===== config.mk =====
export PLATFORM = sky130hd
export DESIGN_NAME = ex_mem_req_flat
export DESIGN_NICKNAME = d
export VERILOG_FILES = /design/src/rtl/ex_mem_req_if.sv /design/src/rtl/ex_mem_req.sv /design/src/flat_wrapper.sv
export SDC_FILE = /design/constraint.sdc
export NUM_CORES = 1
export LEC_CHECK = 0
export ABC_AREA = 1
export CORE_MARGIN = 2
export CORE_UTILIZATION = 23
export CTS_BUF_LIST = sky130_fd_sc_hd__clkbuf_2
export DETAILED_ROUTE_END_ITERATION = 16
export PLACE_DENSITY = 0.87
export SETUP_SLACK_MARGIN = 0.02
export SLEW_MARGIN = 20
export SYNTH_ARGS = -nofsm -noshare
export SYNTH_HDL_FRONTEND = slang
export SYNTH_SLANG_ARGS = --single-unit
export TNS_END_PERCENT = 1

===== constraint.sdc =====
create_clock -name clk -period 1.5 [get_ports clk]
set_input_delay 0.15 -clock clk [delete_from_list [all_inputs] [get_ports clk]]
set_output_delay 0.15 -clock clk [all_outputs]
set_load 0.005 [all_outputs]

===== src/rtl/ex_mem_req_if.sv =====
// Data SRAM-like request/response bundle between the EX-stage issuer and memory.
// The master drives the request; the slave returns addr_ok/data_ok.
interface ex_mem_req_if;
    logic        data_sram_req;
    logic        data_sram_wr;
    logic [1:0]  data_sram_size;
    logic [3:0]  data_sram_wstrb;
    logic [31:0] data_sram_addr;
    logic [31:0] data_sram_wdata;
    logic        data_sram_addr_ok;
    logic        data_sram_data_ok;

    modport master (
        output data_sram_req, data_sram_wr, data_sram_size,
               data_sram_wstrb, data_sram_addr, data_sram_wdata,
        input  data_sram_addr_ok, data_sram_data_ok
    );

    modport slave (
        input  data_sram_req, data_sram_wr, data_sram_size,
               data_sram_wstrb, data_sram_addr, data_sram_wdata,
        output data_sram_addr_ok, data_sram_data_ok
    );
endinterface


===== src/rtl/ex_mem_req.sv =====
// EX-stage load/store issuer: builds the SRAM request, owns the addr_ok handshake,
// tracks outstanding requests and drops responses that belong to flushed instructions.
module ex_mem_req #(
    parameter int MAX_OUT = 2,
    parameter int CNT_W   = 2
) (
    input  logic        clk,
    input  logic        resetn,
    input  logic        es_valid,
    input  logic        es_mem_re,
    input  logic        es_mem_we,
    input  logic [1:0]  es_mem_size,
    input  logic [31:0] es_vaddr,
    input  logic [31:0] es_st_data,
    input  logic        es_except,
    input  logic        except_flush,
    input  logic        ms_allowin,
    output logic        es_ready_go,
    output logic        es_ale,
    output logic        ms_data_ok,
    ex_mem_req_if.master dsram
);

    logic             w_mem_op;
    logic             w_misaligned;
    logic             w_req;
    logic             w_hs;
    logic             w_data_ok;
    logic [3:0]       w_strb_raw;
    logic [31:0]      w_wdata;
    logic [CNT_W-1:0] w_out_next;
    logic             r_req_done;
    logic [CNT_W-1:0] r_out_cnt;
    logic [CNT_W-1:0] r_cancel_cnt;

    assign w_mem_op     = es_mem_re | es_mem_we;
    assign w_data_ok    = dsram.data_sram_data_ok;
    assign w_misaligned = ((es_mem_size == 2'b01) & es_vaddr[0]) |
                          (es_mem_size[1] & (es_vaddr[1:0] != 2'b00));
    assign es_ale       = es_valid & w_mem_op & w_misaligned;

    // Gating on resetn keeps req low for the whole time reset is held.
    assign w_req = resetn & es_valid & w_mem_op & ~es_except & ~es_ale & ~except_flush &
                   ~r_req_done & (r_cancel_cnt == {CNT_W{1'b0}}) &
                   (r_out_cnt < CNT_W'(MAX_OUT));
    assign w_hs  = w_req & dsram.data_sram_addr_ok;

    assign es_ready_go = ~w_mem_op | es_except | es_ale | w_hs | r_req_done;

    // Everything in flight at a flush is younger than the flushing instruction,
    // so a response landing in the flush cycle is dropped as well.
    assign ms_data_ok = resetn & w_data_ok & (r_cancel_cnt == {CNT_W{1'b0}}) & ~except_flush;

    // Byte strobes and lane-replicated store data by access size.
    always_comb begin
        w_strb_raw = 4'b1111;
        w_wdata    = es_st_data;
        case (es_mem_size)
            2'b00: begin
                w_strb_raw = 4'b0001 << es_vaddr[1:0];
                w_wdata    = {4{es_st_data[7:0]}};
            end
            2'b01: begin
                w_strb_raw = es_vaddr[1] ? 4'b1100 : 4'b0011;
                w_wdata    = {2{es_st_data[15:0]}};
            end
            default: begin
                w_strb_raw = 4'b1111;
                w_wdata    = es_st_data;
            end
        endcase
    end

    assign dsram.data_sram_req   = w_req;
    assign dsram.data_sram_wr    = es_mem_we;
    assign dsram.data_sram_size  = es_mem_size;
    assign dsram.data_sram_addr  = es_vaddr;
    assign dsram.data_sram_wdata = w_wdata;
    assign dsram.data_sram_wstrb = es_mem_we ? w_strb_raw : 4'b0000;

    // Next outstanding count; a stray data_ok at zero saturates.
    always_comb begin
        w_out_next = r_out_cnt;
        if (w_hs && !w_data_ok) begin
            w_out_next = r_out_cnt + CNT_W'(1);
        end else if (!w_hs && w_data_ok && (r_out_cnt != {CNT_W{1'b0}})) begin
            w_out_next = r_out_cnt - CNT_W'(1);
        end else begin
            w_out_next = r_out_cnt;
        end
    end

    // Outstanding-request counter.
    always_ff @(posedge clk or negedge resetn) begin
        if (!resetn) begin
            r_out_cnt <= {CNT_W{1'b0}};
        end else begin
            r_out_cnt <= w_out_next;
        end
    end

    // Responses still owed to flushed instructions; a flush never coincides with hs.
    always_ff @(posedge clk or negedge resetn) begin
        if (!resetn) begin
            r_cancel_cnt <= {CNT_W{1'b0}};
        end else if (except_flush) begin
            r_cancel_cnt <= w_out_next;
        end else if (w_data_ok && (r_cancel_cnt != {CNT_W{1'b0}})) begin
            r_cancel_cnt <= r_cancel_cnt - CNT_W'(1);
        end else begin
            r_cancel_cnt <= r_cancel_cnt;
        end
    end

    // Marks that the instruction held in EX already has its request in flight.
    always_ff @(posedge clk or negedge resetn) begin
        if (!resetn) begin
            r_req_done <= 1'b0;
        end else if (except_flush) begin
            r_req_done <= 1'b0;
        end else if (es_valid && es_ready_go && ms_allowin) begin
            r_req_done <= 1'b0;
        end else if (w_hs && !ms_allowin) begin
            r_req_done <= 1'b1;
        end else begin
            r_req_done <= r_req_done;
        end
    end

endmodule


===== src/flat_wrapper.sv =====
// flat-port wrapper written by rule: the top's interface ports become plain ports
module ex_mem_req_flat 
#(
    parameter int MAX_OUT = 2,
    parameter int CNT_W   = 2
)
  (clk, resetn, es_valid, es_mem_re, es_mem_we, es_mem_size, es_vaddr, es_st_data, es_except, except_flush, ms_allowin, es_ready_go, es_ale, ms_data_ok, dsram_data_sram_req, dsram_data_sram_wr, dsram_data_sram_size, dsram_data_sram_wstrb, dsram_data_sram_addr, dsram_data_sram_wdata, dsram_data_sram_addr_ok, dsram_data_sram_data_ok);
  ex_mem_req_if dsram_i ();
  input  logic clk;
  input  logic resetn;
  input  logic es_valid;
  input  logic es_mem_re;
  input  logic es_mem_we;
  input  logic [1:0] es_mem_size;
  input  logic [31:0] es_vaddr;
  input  logic [31:0] es_st_data;
  input  logic es_except;
  input  logic except_flush;
  input  logic ms_allowin;
  output logic es_ready_go;
  output logic es_ale;
  output logic ms_data_ok;
  output wire logic [$bits(dsram_i.data_sram_req)-1:0] dsram_data_sram_req;
  output wire logic [$bits(dsram_i.data_sram_wr)-1:0] dsram_data_sram_wr;
  output wire logic [$bits(dsram_i.data_sram_size)-1:0] dsram_data_sram_size;
  output wire logic [$bits(dsram_i.data_sram_wstrb)-1:0] dsram_data_sram_wstrb;
  output wire logic [$bits(dsram_i.data_sram_addr)-1:0] dsram_data_sram_addr;
  output wire logic [$bits(dsram_i.data_sram_wdata)-1:0] dsram_data_sram_wdata;
  input wire logic [$bits(dsram_i.data_sram_addr_ok)-1:0] dsram_data_sram_addr_ok;
  input wire logic [$bits(dsram_i.data_sram_data_ok)-1:0] dsram_data_sram_data_ok;
  assign dsram_data_sram_req = dsram_i.data_sram_req;
  assign dsram_data_sram_wr = dsram_i.data_sram_wr;
  assign dsram_data_sram_size = dsram_i.data_sram_size;
  assign dsram_data_sram_wstrb = dsram_i.data_sram_wstrb;
  assign dsram_data_sram_addr = dsram_i.data_sram_addr;
  assign dsram_data_sram_wdata = dsram_i.data_sram_wdata;
  assign dsram_i.data_sram_addr_ok = dsram_data_sram_addr_ok;
  assign dsram_i.data_sram_data_ok = dsram_data_sram_data_ok;
  ex_mem_req #(.MAX_OUT(MAX_OUT), .CNT_W(CNT_W)) u_core (.clk(clk), .resetn(resetn), .es_valid(es_valid), .es_mem_re(es_mem_re), .es_mem_we(es_mem_we), .es_mem_size(es_mem_size), .es_vaddr(es_vaddr), .es_st_data(es_st_data), .es_except(es_except), .except_flush(except_flush), .ms_allowin(ms_allowin), .es_ready_go(es_ready_go), .es_ale(es_ale), .ms_data_ok(ms_data_ok), .dsram(dsram_i));
endmodule

Word level (Yosys, flattened, before mapping) --
Index checks and enable logic that the tools add are counted.
Storage, ports and cells: register bits 5, bits of input ports 76, output and inout bits 75, logic and storage cells 64
Operators by class: add/sub/neg operators 3, order comparisons 1, equality and inequality tests 1, shift operators 1, muxes and demuxes 11, bitwise logic cells 27, reduce and logical (&&, ||, !) cells 17
Operator list (number):
- 32-bit one-hot mux with 2 select lines | 1
- 1-bit bitwise AND | 16
- 2-bit two-way mux | 4
- 4-bit two-way mux | 2
- 4-bit one-hot mux with 2 select lines | 1
- 2-bit nonzero test | 4
- 1-bit logical AND | 7
- 1-bit bitwise OR | 6
- 1-bit inverter | 5
- 2-bit zero test | 2
- 1-bit by 2-bit << shifter with 4-bit output, first input constant | 1
- 2-bit by 1-bit subtractor with 2-bit output, second input constant | 2
- 1-bit zero test | 3
- 1-bit two-way mux | 3
- 3-bit nonzero test | 1
- 2-bit by 1-bit adder with 2-bit output, second input constant | 1
- 2-bit by 1-bit == test with 1-bit output, second input constant | 1
- 2-bit < comparator, second input constant | 1

Longest topological paths before layout --
Gate-level depths: netlist of run 1.
depth in word-level cells 17, depth in mapped cells 13, depth with buffers taken out 13

Worst setup path after synthesis of run 1 --
Ideal clock, no wire load.
path type reg-to-reg, start reg u_core.r_cancel_cnt[0], end reg u_core.r_out_cnt[0], setup time 0.119 ns, data arrival time 1.349 ns, required time 1.381 ns, path slack 0.032 ns, stages on the path, launching flop included 13, buffers on the path 0, period minus slack after synthesis 1.468 ns, cell sequence dfrtp_1 -> inv_1 -> ha_1 -> inv_1 -> nor2_1 -> nand2_1 -> nor2_4 -> nand4_4 -> nor2_4 -> inv_2 -> nand2_1 -> nand2_1 -> and2_1
Between the ends: word-level cells in the longest chain between the ends 9, elaborated cells on any way between the ends 10, those cells by class mux (2); bitwise (3); reduce/logical (5)
RTL lines:
- from (decl) | RTL line ex_mem_req.sv:34 | logic [CNT_W-1:0] r_cancel_cnt;
- from (signal assigned) | RTL line ex_mem_req.sv:105 | r_cancel_cnt <= {CNT_W{1'b0}};
- from (signal assigned) | RTL line ex_mem_req.sv:107 | r_cancel_cnt <= w_out_next;
- from (signal assigned) | RTL line ex_mem_req.sv:109 | r_cancel_cnt <= r_cancel_cnt - CNT_W'(1);
- 2-bit zero test (*) | RTL line ex_mem_req.sv:44 | ~r_req_done & (r_cancel_cnt == {CNT_W{1'b0}}) &
- 1-bit bitwise AND (*) (2 in a row) | RTL line ex_mem_req.sv:44
- 1-bit bitwise AND (*) | RTL line ex_mem_req.sv:46 | assign w_hs = w_req & dsram.data_sram_addr_ok;
- 1-bit zero test | RTL line ex_mem_req.sv:86 | end else if (!w_hs && w_data_ok && (r_out_cnt != {CNT_W{1'b0}})) begin
- 1-bit logical AND (2 in a row) | RTL line ex_mem_req.sv:86
- 2-bit two-way mux | RTL line ex_mem_req.sv:86
- 2-bit two-way mux (*) | RTL line ex_mem_req.sv:84 | if (w_hs && !w_data_ok) begin
- named net u_core.w_out_next[0] | RTL line ex_mem_req.sv:31 | logic [CNT_W-1:0] w_out_next;
- to (signal assigned) | RTL line ex_mem_req.sv:96 | r_out_cnt <= {CNT_W{1'b0}};
- to (signal assigned) | RTL line ex_mem_req.sv:98 | r_out_cnt <= w_out_next;
- to (decl) | RTL line ex_mem_req.sv:33 | logic [CNT_W-1:0] r_out_cnt;
The timed path passes the listed nets; every way through them passes the cells marked *. A chain may end at the register's enable or synchronous reset.

Final worst setup path of run 1 --
start reg u_core.r_cancel_cnt[1], end reg u_core.r_out_cnt[0]
The elaborated chain is that of the path after synthesis.

==> results of run 1 <==
==> cells in the mapped netlist, drive strengths merged, types with 2 or more instances <==
library cell,count,share of area
o21ai,8,0.035
inv,24,0.081
nand2,67,0.23
buf,46,0.30
nor2,13,0.065
dfrtp,5,0.11
ha,2,0.022
nand3,10,0.044
o211ai,6,0.039
a21oi,4,0.018
==> worst max-delay path by stage <==
stage                           startpoint                   endpoint  slack, ns
floorplan           u_core.r_cancel_cnt[0]        u_core.r_out_cnt[0]       0.03
global placement            es_mem_size[1]   dsram_data_sram_wstrb[0]      -0.39
detailed placement          es_mem_size[1]  dsram_data_sram_wdata[13]      -0.44
CTS                 u_core.r_cancel_cnt[1]        u_core.r_out_cnt[0]      -0.25
global route        u_core.r_cancel_cnt[1]     u_core.r_cancel_cnt[0]      -0.35
finish              u_core.r_cancel_cnt[1]        u_core.r_out_cnt[0]      -0.23
==> layout by cell type, fill, tap and decap left out, types with 2 or more instances in the layout <==
cell and instances:
nand2_2 8, nand3_2 2, a21oi_1 4, clkbuf_2 5, clkdlybuf4s50_1 61, inv_1 19
inv_2 4, buf_6 2, dlygate4sd2_1 17, nor2_1 8, buf_2 4, buf_4 22
o21ai_1 2, nand2_1 58, o211ai_1 6, o21ai_0 6, dlymetal6s2s_1 5, nand3_1 8
nor2_4 4, dfrtp_1 5
==> cell type report <==
cell class              count  area, µm²  area share
inverters                  24       92.6      0.0457
flip-flops and latches      5        125      0.0617
well taps                  67       83.8      0.0414
clock buffers               4       20.0     0.00988
repair buffers            115       1080       0.531
multi-input cells         117        629       0.310
==> critical path, stage by stage, from the launching register on <==
cell and delay [ns]:
dfrtp_1 0.37, inv_1 0.06, ha_2 0.16, inv_2 0.04
nor2_2 0.09, nand2_2 0.07, buf_6 0.12, nor2_4 0.08
nand4_4 0.09, buf_6 0.15, nor2_4 0.12, inv_2 0.05
nand2_2 0.05, nand2_2 0.04, and2_1 0.13
==> layer usage <==
metal	wire length [µm]	part of all wire	track usage
met5	0	0	0
met4	107	0.027	0.0615
met3	331	0.083	0.0271
met2	2110	0.53	0.280
met1	1420	0.36	0.140
==> repair_timing <==
item | 4_1_cts | 5_1_grt
gates resized for setup | 55 | 12
endpoints found under the setup margin | 38 | 19
endpoints found under the hold margin | 0 | 0
buffers inserted | 3 | 0
gates cloned | 0 | 0
pin swaps | 2 | 3
==> kinds of logic (layout without fill, tap and decap cells) <==
family          count (synthesis)  in the layout
simple gates                   94             94
buf+inv                        71            143
compound gates                 20             20
flops                           5              5
fa+ha+maj                       2              2
xor+xnor                        1              1
==> metrics by stage <==
step	power, mW	cells	worst slack [ns]
detailed placement	0.997	325	-0.438
finish	1.17	332	-0.230
global placement	0.968	325	-0.390
CTS	1.17	332	-0.251
global route	1.28	332	-0.351
floorplan	0.626	193	0.0318
==> flip-flops by register name, indices dropped and copies added (netlist names) <==
signal               count
u_core.r_cancel_cnt      2
u_core.r_out_cnt         2
u_core.r_req_done        1
==> power breakdown <==
group,switching [mW],internal (mW),total (mW)
Combinational,0.368,0.459,0.827
Sequential,0.0271,0.190,0.217
Clock,0.0598,0.0705,0.130
==> run_results.csv, run 1 <==
group,metric,value,unit
clock_network,cts_hold_buf,0,
setup_path,crit_required,1.62,ns
global_route,antenna_found_initial,0,
clock_network,clk_transition_reported_paths,0.06,ns
synthesis,synthXorXnorAreaFrac,0.00766,
pwr,power_density,579,mW/mm²
global_route,grt_usage,0.141,
synthesis,mappedNetlistArea,0.00114,mm²
sta,worst_clock_skew,0.00419,ns
final_layout,finalNetCount,344,
synthesis,synth-compound-area-share,0.105,
synthesis,synth_flop_cell,"dfrtp_1",
placement,hpwl,3.32,mm
pwr,ir_worst_vdd,0.000289,V
sta,drv_slew,0,
global_route,grt_pass1_wl,6.23,mm
placement,placed_area,0.00196,mm²
final_layout,final_area,0.00203,mm²
run,max-cap-violations,0,
placement,gp_congestion,0.850,
die,ios,151,
detailed_routing,post_drt_wl_per_cell,12.0,µm
clock_network,cts_sinks,5,
final_layout,fillCellCount,482,
synthesis,synthSimpleGateAreaFrac,0.371,
setup_path,reg2reg_from,"u_core.r_cancel_cnt[1]",
detailed_routing,drtAntennaViolNets,0,
sta,tightest_slew,0.286,ns
sta,fin_ws,-0.230,ns
setup_path,reg2reg_slack,-0.23,ns
setup_path,reg2reg_depth,14,
setup_path,cp_max_fo,5,
outcome,violations,"negative setup slack",
synthesis,syn_area_per_cell,5.93,µm²
die,fp.dieW,74.5,µm
sta,max_freq,578,MHz
die,chipHeight,74.5,µm
synthesis,yosysSeqAreaShare,0.109,
sta,max_slew_margin,0.809,
pwr,p_leak,1.04,nW
synthesis,ys_warn_count,0,
detailed_routing,wl,3.97,mm
sta,final-hold-violation-count,0,
clock_network,ctsHtreeMaxLevel,1,
synthesis,syn_inst,193,
setup_path,worst_setup_path_start_kind,"flip-flop",
final_layout,syn_to_final_growth,77.2,%
setup_path,worst_setup_path_end_kind,"flip-flop",
final_layout,diodes,0,
sta,setup_viol_count_final,8,
clock_network,clock_path_buffers,2,
sta,period_minus_slack,1.73,ns
setup_path,r2r-end,"u_core.r_out_cnt[0]",
clock_network,cts_tree,"yes",
placement,portBuffers,90,
clock_network,root_buffer,"clkbuf_2",
worst_hold_path,hold_class,"input pin to asynchronous set/reset pin",
die,die_area,0.00555,mm²
sta,finalCritPeriodShare,1.15,
die,start_util,0.241,
sta,rsz0062_at_grt,"yes",
global_route,grt_overflow,0,
final_layout,drive_above_1_share,0.226,
detailed_routing,firstDrtPassIters,4,
sta,fin_tns_setup,-1.45,ns
synthesis,async_reset_ff_frac,1.00,
synthesis,ys_types,25,
detailed_routing,post_drt_via_cell_ratio,4.26,
sta,hold_ws,0.219,ns
synthesis,synth_top_family_by_area,"buffers and inverters",
outcome,status,"finished, violations left",
final_layout,final_core_util,0.426,
global_route,grt_pass1_vias,1490,
setup_path,worstSetupPathType,"flip-flop to flip-flop",
detailed_routing,drc_errors,0,
clock_network,clkLatencyLatePin,0.23,ns
synthesis,synthMuxAreaShare,0,
synthesis,syn_nets,271,
synthesis,ys_ff_latch,5,
die,core_area,0.00475,mm²
detailed_routing,first_iter_violations,58,
die,rows,25,
setup_path,worstPathArrival,1.85,ns
synthesis,synth_fa_ha_area_frac,0.0219,
clock_network,numCtsBuffers,3,
global_route,grt_start_max_net_pins,18,
detailed_routing,num_vias,1414,
synthesis,synth-edff-count,0,
Power figures use the tool's default switching activity.
==> run 2, diff against run 1 <==
==> constraint.sdc (replaced) <==
create_clock -name clk -period 1.5 [get_ports clk]
set_input_delay 0.15 -clock clk [delete_from_list [all_inputs] [get_ports clk]]
set_output_delay 0.15 -clock clk [all_outputs]
set_load 0.02 [all_outputs]
==> run 2 against run 1 <==
The flow still finishes with violations (negative setup slack). Clock skew up 0.00056 ns. Clock power about the same. Total power grew 8.0%. Worst hold slack improved by 0.0058 ns. Wire length increased by 5.8%. Register-to-register slack improved by 0.02 ns. Fmax is 1.4% higher. Sequential share of layout area grew 0.22 points. Die area stayed put. Largest cell class unchanged.
==> run_results.csv, run 2 (synthesis gave the netlist of run 1 again) <==
group,metric,value,unit
placement,gp_congestion,0.825,
die,core_area,0.00475,mm²
setup_path,reg2reg_depth,14,
sta,drv_slew,0,
outcome,violations,"negative setup slack",
worst_hold_path,hold_class,"input pin to asynchronous set/reset pin",
sta,fin_ws,-0.207,ns
sta,finalCritPeriodShare,1.14,
global_route,grt_pass1_wl,5.94,mm
setup_path,worst_setup_path_end_kind,"flip-flop",
final_layout,fillCellCount,512,
placement,hpwl,3.37,mm
die,chipHeight,74.5,µm
global_route,grt_pass1_vias,1399,
die,die_area,0.00555,mm²
sta,rsz0062_at_grt,"yes",
outcome,status,"finished, violations left",
setup_path,worst_setup_path_start_kind,"flip-flop",
detailed_routing,post_drt_via_cell_ratio,4.35,
final_layout,layout_common_cells,"nand2_1 (60), clkdlybuf4s50_1 (50), buf_4 (23), inv_1 (19), dlygate4sd2_1 (18)",
detailed_routing,wl,4.20,mm
detailed_routing,num_vias,1436,
clock_network,clock_path_buffers,2,
clock_network,clk_transition_reported_paths,0.06,ns
die,rows,25,
sta,tightest_slew,0.297,ns
clock_network,root_buffer,"clkbuf_2",
final_layout,syn_to_final_growth,71.1,%
run,max-cap-violations,0,
final_layout,fin_cells,330,
sta,period_minus_slack,1.71,ns
setup_path,cp_max_fo,5,
global_route,grt_overflow,0,
final_layout,reg_top3,"u_core.r_cancel_cnt (2), u_core.r_out_cnt (2), u_core.r_req_done (1)",
sta,max_slew_margin,0.802,
sta,worst_clock_skew,0.00475,ns
sta,max_freq,586,MHz
clock_network,cts_sinks,5,
clock_network,clkLatencyLatePin,0.22,ns
pwr,ir_worst_vdd,0.000372,V
clock_network,numCtsBuffers,3,
global_route,antenna_found_initial,0,
sta,setup_viol_count_final,8,
final_layout,finalNetCount,342,
setup_path,worstSetupPathType,"flip-flop to flip-flop",
detailed_routing,drc_errors,0,
pwr,power_density,648,mW/mm²
final_layout,final_core_util,0.412,
setup_path,crit_required,1.61,ns
detailed_routing,post_drt_wl_per_cell,12.7,µm
sta,hold_ws,0.225,ns
setup_path,reg2reg_from,"u_core.r_cancel_cnt[1]",
clock_network,cts_hold_buf,0,
die,ios,151,
global_route,grt_start_max_net_pins,18,
detailed_routing,firstDrtPassIters,4,
placement,portBuffers,90,
detailed_routing,drtAntennaViolNets,0,
pwr,p_leak,1.01,nW
global_route,grt_usage,0.137,
setup_path,reg2reg_slack,-0.21,ns
detailed_routing,first_iter_violations,48,
sta,final-hold-violation-count,0,
placement,dp_slack,-0.529,ns
final_layout,drive_above_1_share,0.259,
setup_path,r2r-end,"u_core.r_cancel_cnt[1]",
clock_network,cts_tree,"yes",
die,fp.dieW,74.5,µm
setup_path,worstPathArrival,1.82,ns
die,start_util,0.241,
clock_network,ctsHtreeMaxLevel,1,
final_layout,diodes,0,
placement,placedCellCount,325,
final_layout,final_common_cell,"nand2_1",
pwr,finalPower,1.27,mW
==> run 2: changes by cell type in the layout (fill, tap and decap cells not counted), sizes merged <==
cell / before / now
clkdlybuf4s50: 61 / 50
clkbuf: 5 / 14
dlymetal6s2s: 5 / 2
buf: 29 / 30
clkdlybuf4s15: 2 / 3
dlygate4sd2: 17 / 18
==> run 2: worst max-delay path, cell delays in order, from the launching register on <==
cell and delay [ns]:
dfrtp_1 0.38, inv_1 0.06, ha_2 0.16, inv_2 0.05, nor2_2 0.11, nand2_2 0.10, nor2_4 0.13, nand4_4 0.08
buf_6 0.15, nand2_4 0.06, nand2_2 0.06, nand2_2 0.08, nand3_2 0.06, nand2_1 0.06, nand2_1 0.05
==> run 2: how the worst max path moves through the flow <==
stage,from,end,cells past startpoint
floorplan,u_core.r_cancel_cnt[0],u_core.r_out_cnt[0],12
global placement,es_mem_size[1],dsram_data_sram_wstrb[0],6
detailed placement,es_mem_size[1],dsram_data_sram_wdata[30],6
CTS,u_core.r_cancel_cnt[1],dsram_data_sram_req,9
global route,u_core.r_cancel_cnt[1],dsram_data_sram_req,9
finish,u_core.r_cancel_cnt[1],u_core.r_cancel_cnt[1],14
==> run 2: through the flow <==
step	setup TNS (ns)	instance area (µm²)
finish	-1.22	1960
global route	-2.15	1960
CTS	-0.813	1950
detailed placement	-15.89	1960
global placement	-14.82	1960
floorplan	0	1140
==> run 2: report_power, final <==
part,total (mW),switching (mW),internal (mW)
clock network,0.128,0.0573,0.0706
registers,0.216,0.0261,0.190
logic,0.925,0.489,0.435
==> run 2: area by class of cell <==
class                           count  area (µm²)  area share
Clock buffer                        4        20.0      0.0102
Inverter                           24        92.6      0.0473
Multi-Input combinational cell    117         628       0.321
Sequential cell                     5         125      0.0639
Tap cell                           67        83.8      0.0428
Timing Repair Buffer              113        1010       0.515
==> run 2: timing repair <==
action	4_1_cts	5_1_grt
gates resized for setup	78	37
setup buffers	0	1
pin swaps	1	5
setup endpoints to repair	42	29
gates cloned	0	0
==> run 2: metal layers <==
metal / vias to the layer above / GRT usage / wire length (µm)
met1: 641 / 0.131 / 1500
met4: 0 / 0.0615 / 129
met3: 18 / 0.0257 / 317
li1: 698 / - / -
met5: - / 0 / 0
met2: 79 / 0.277 / 2250
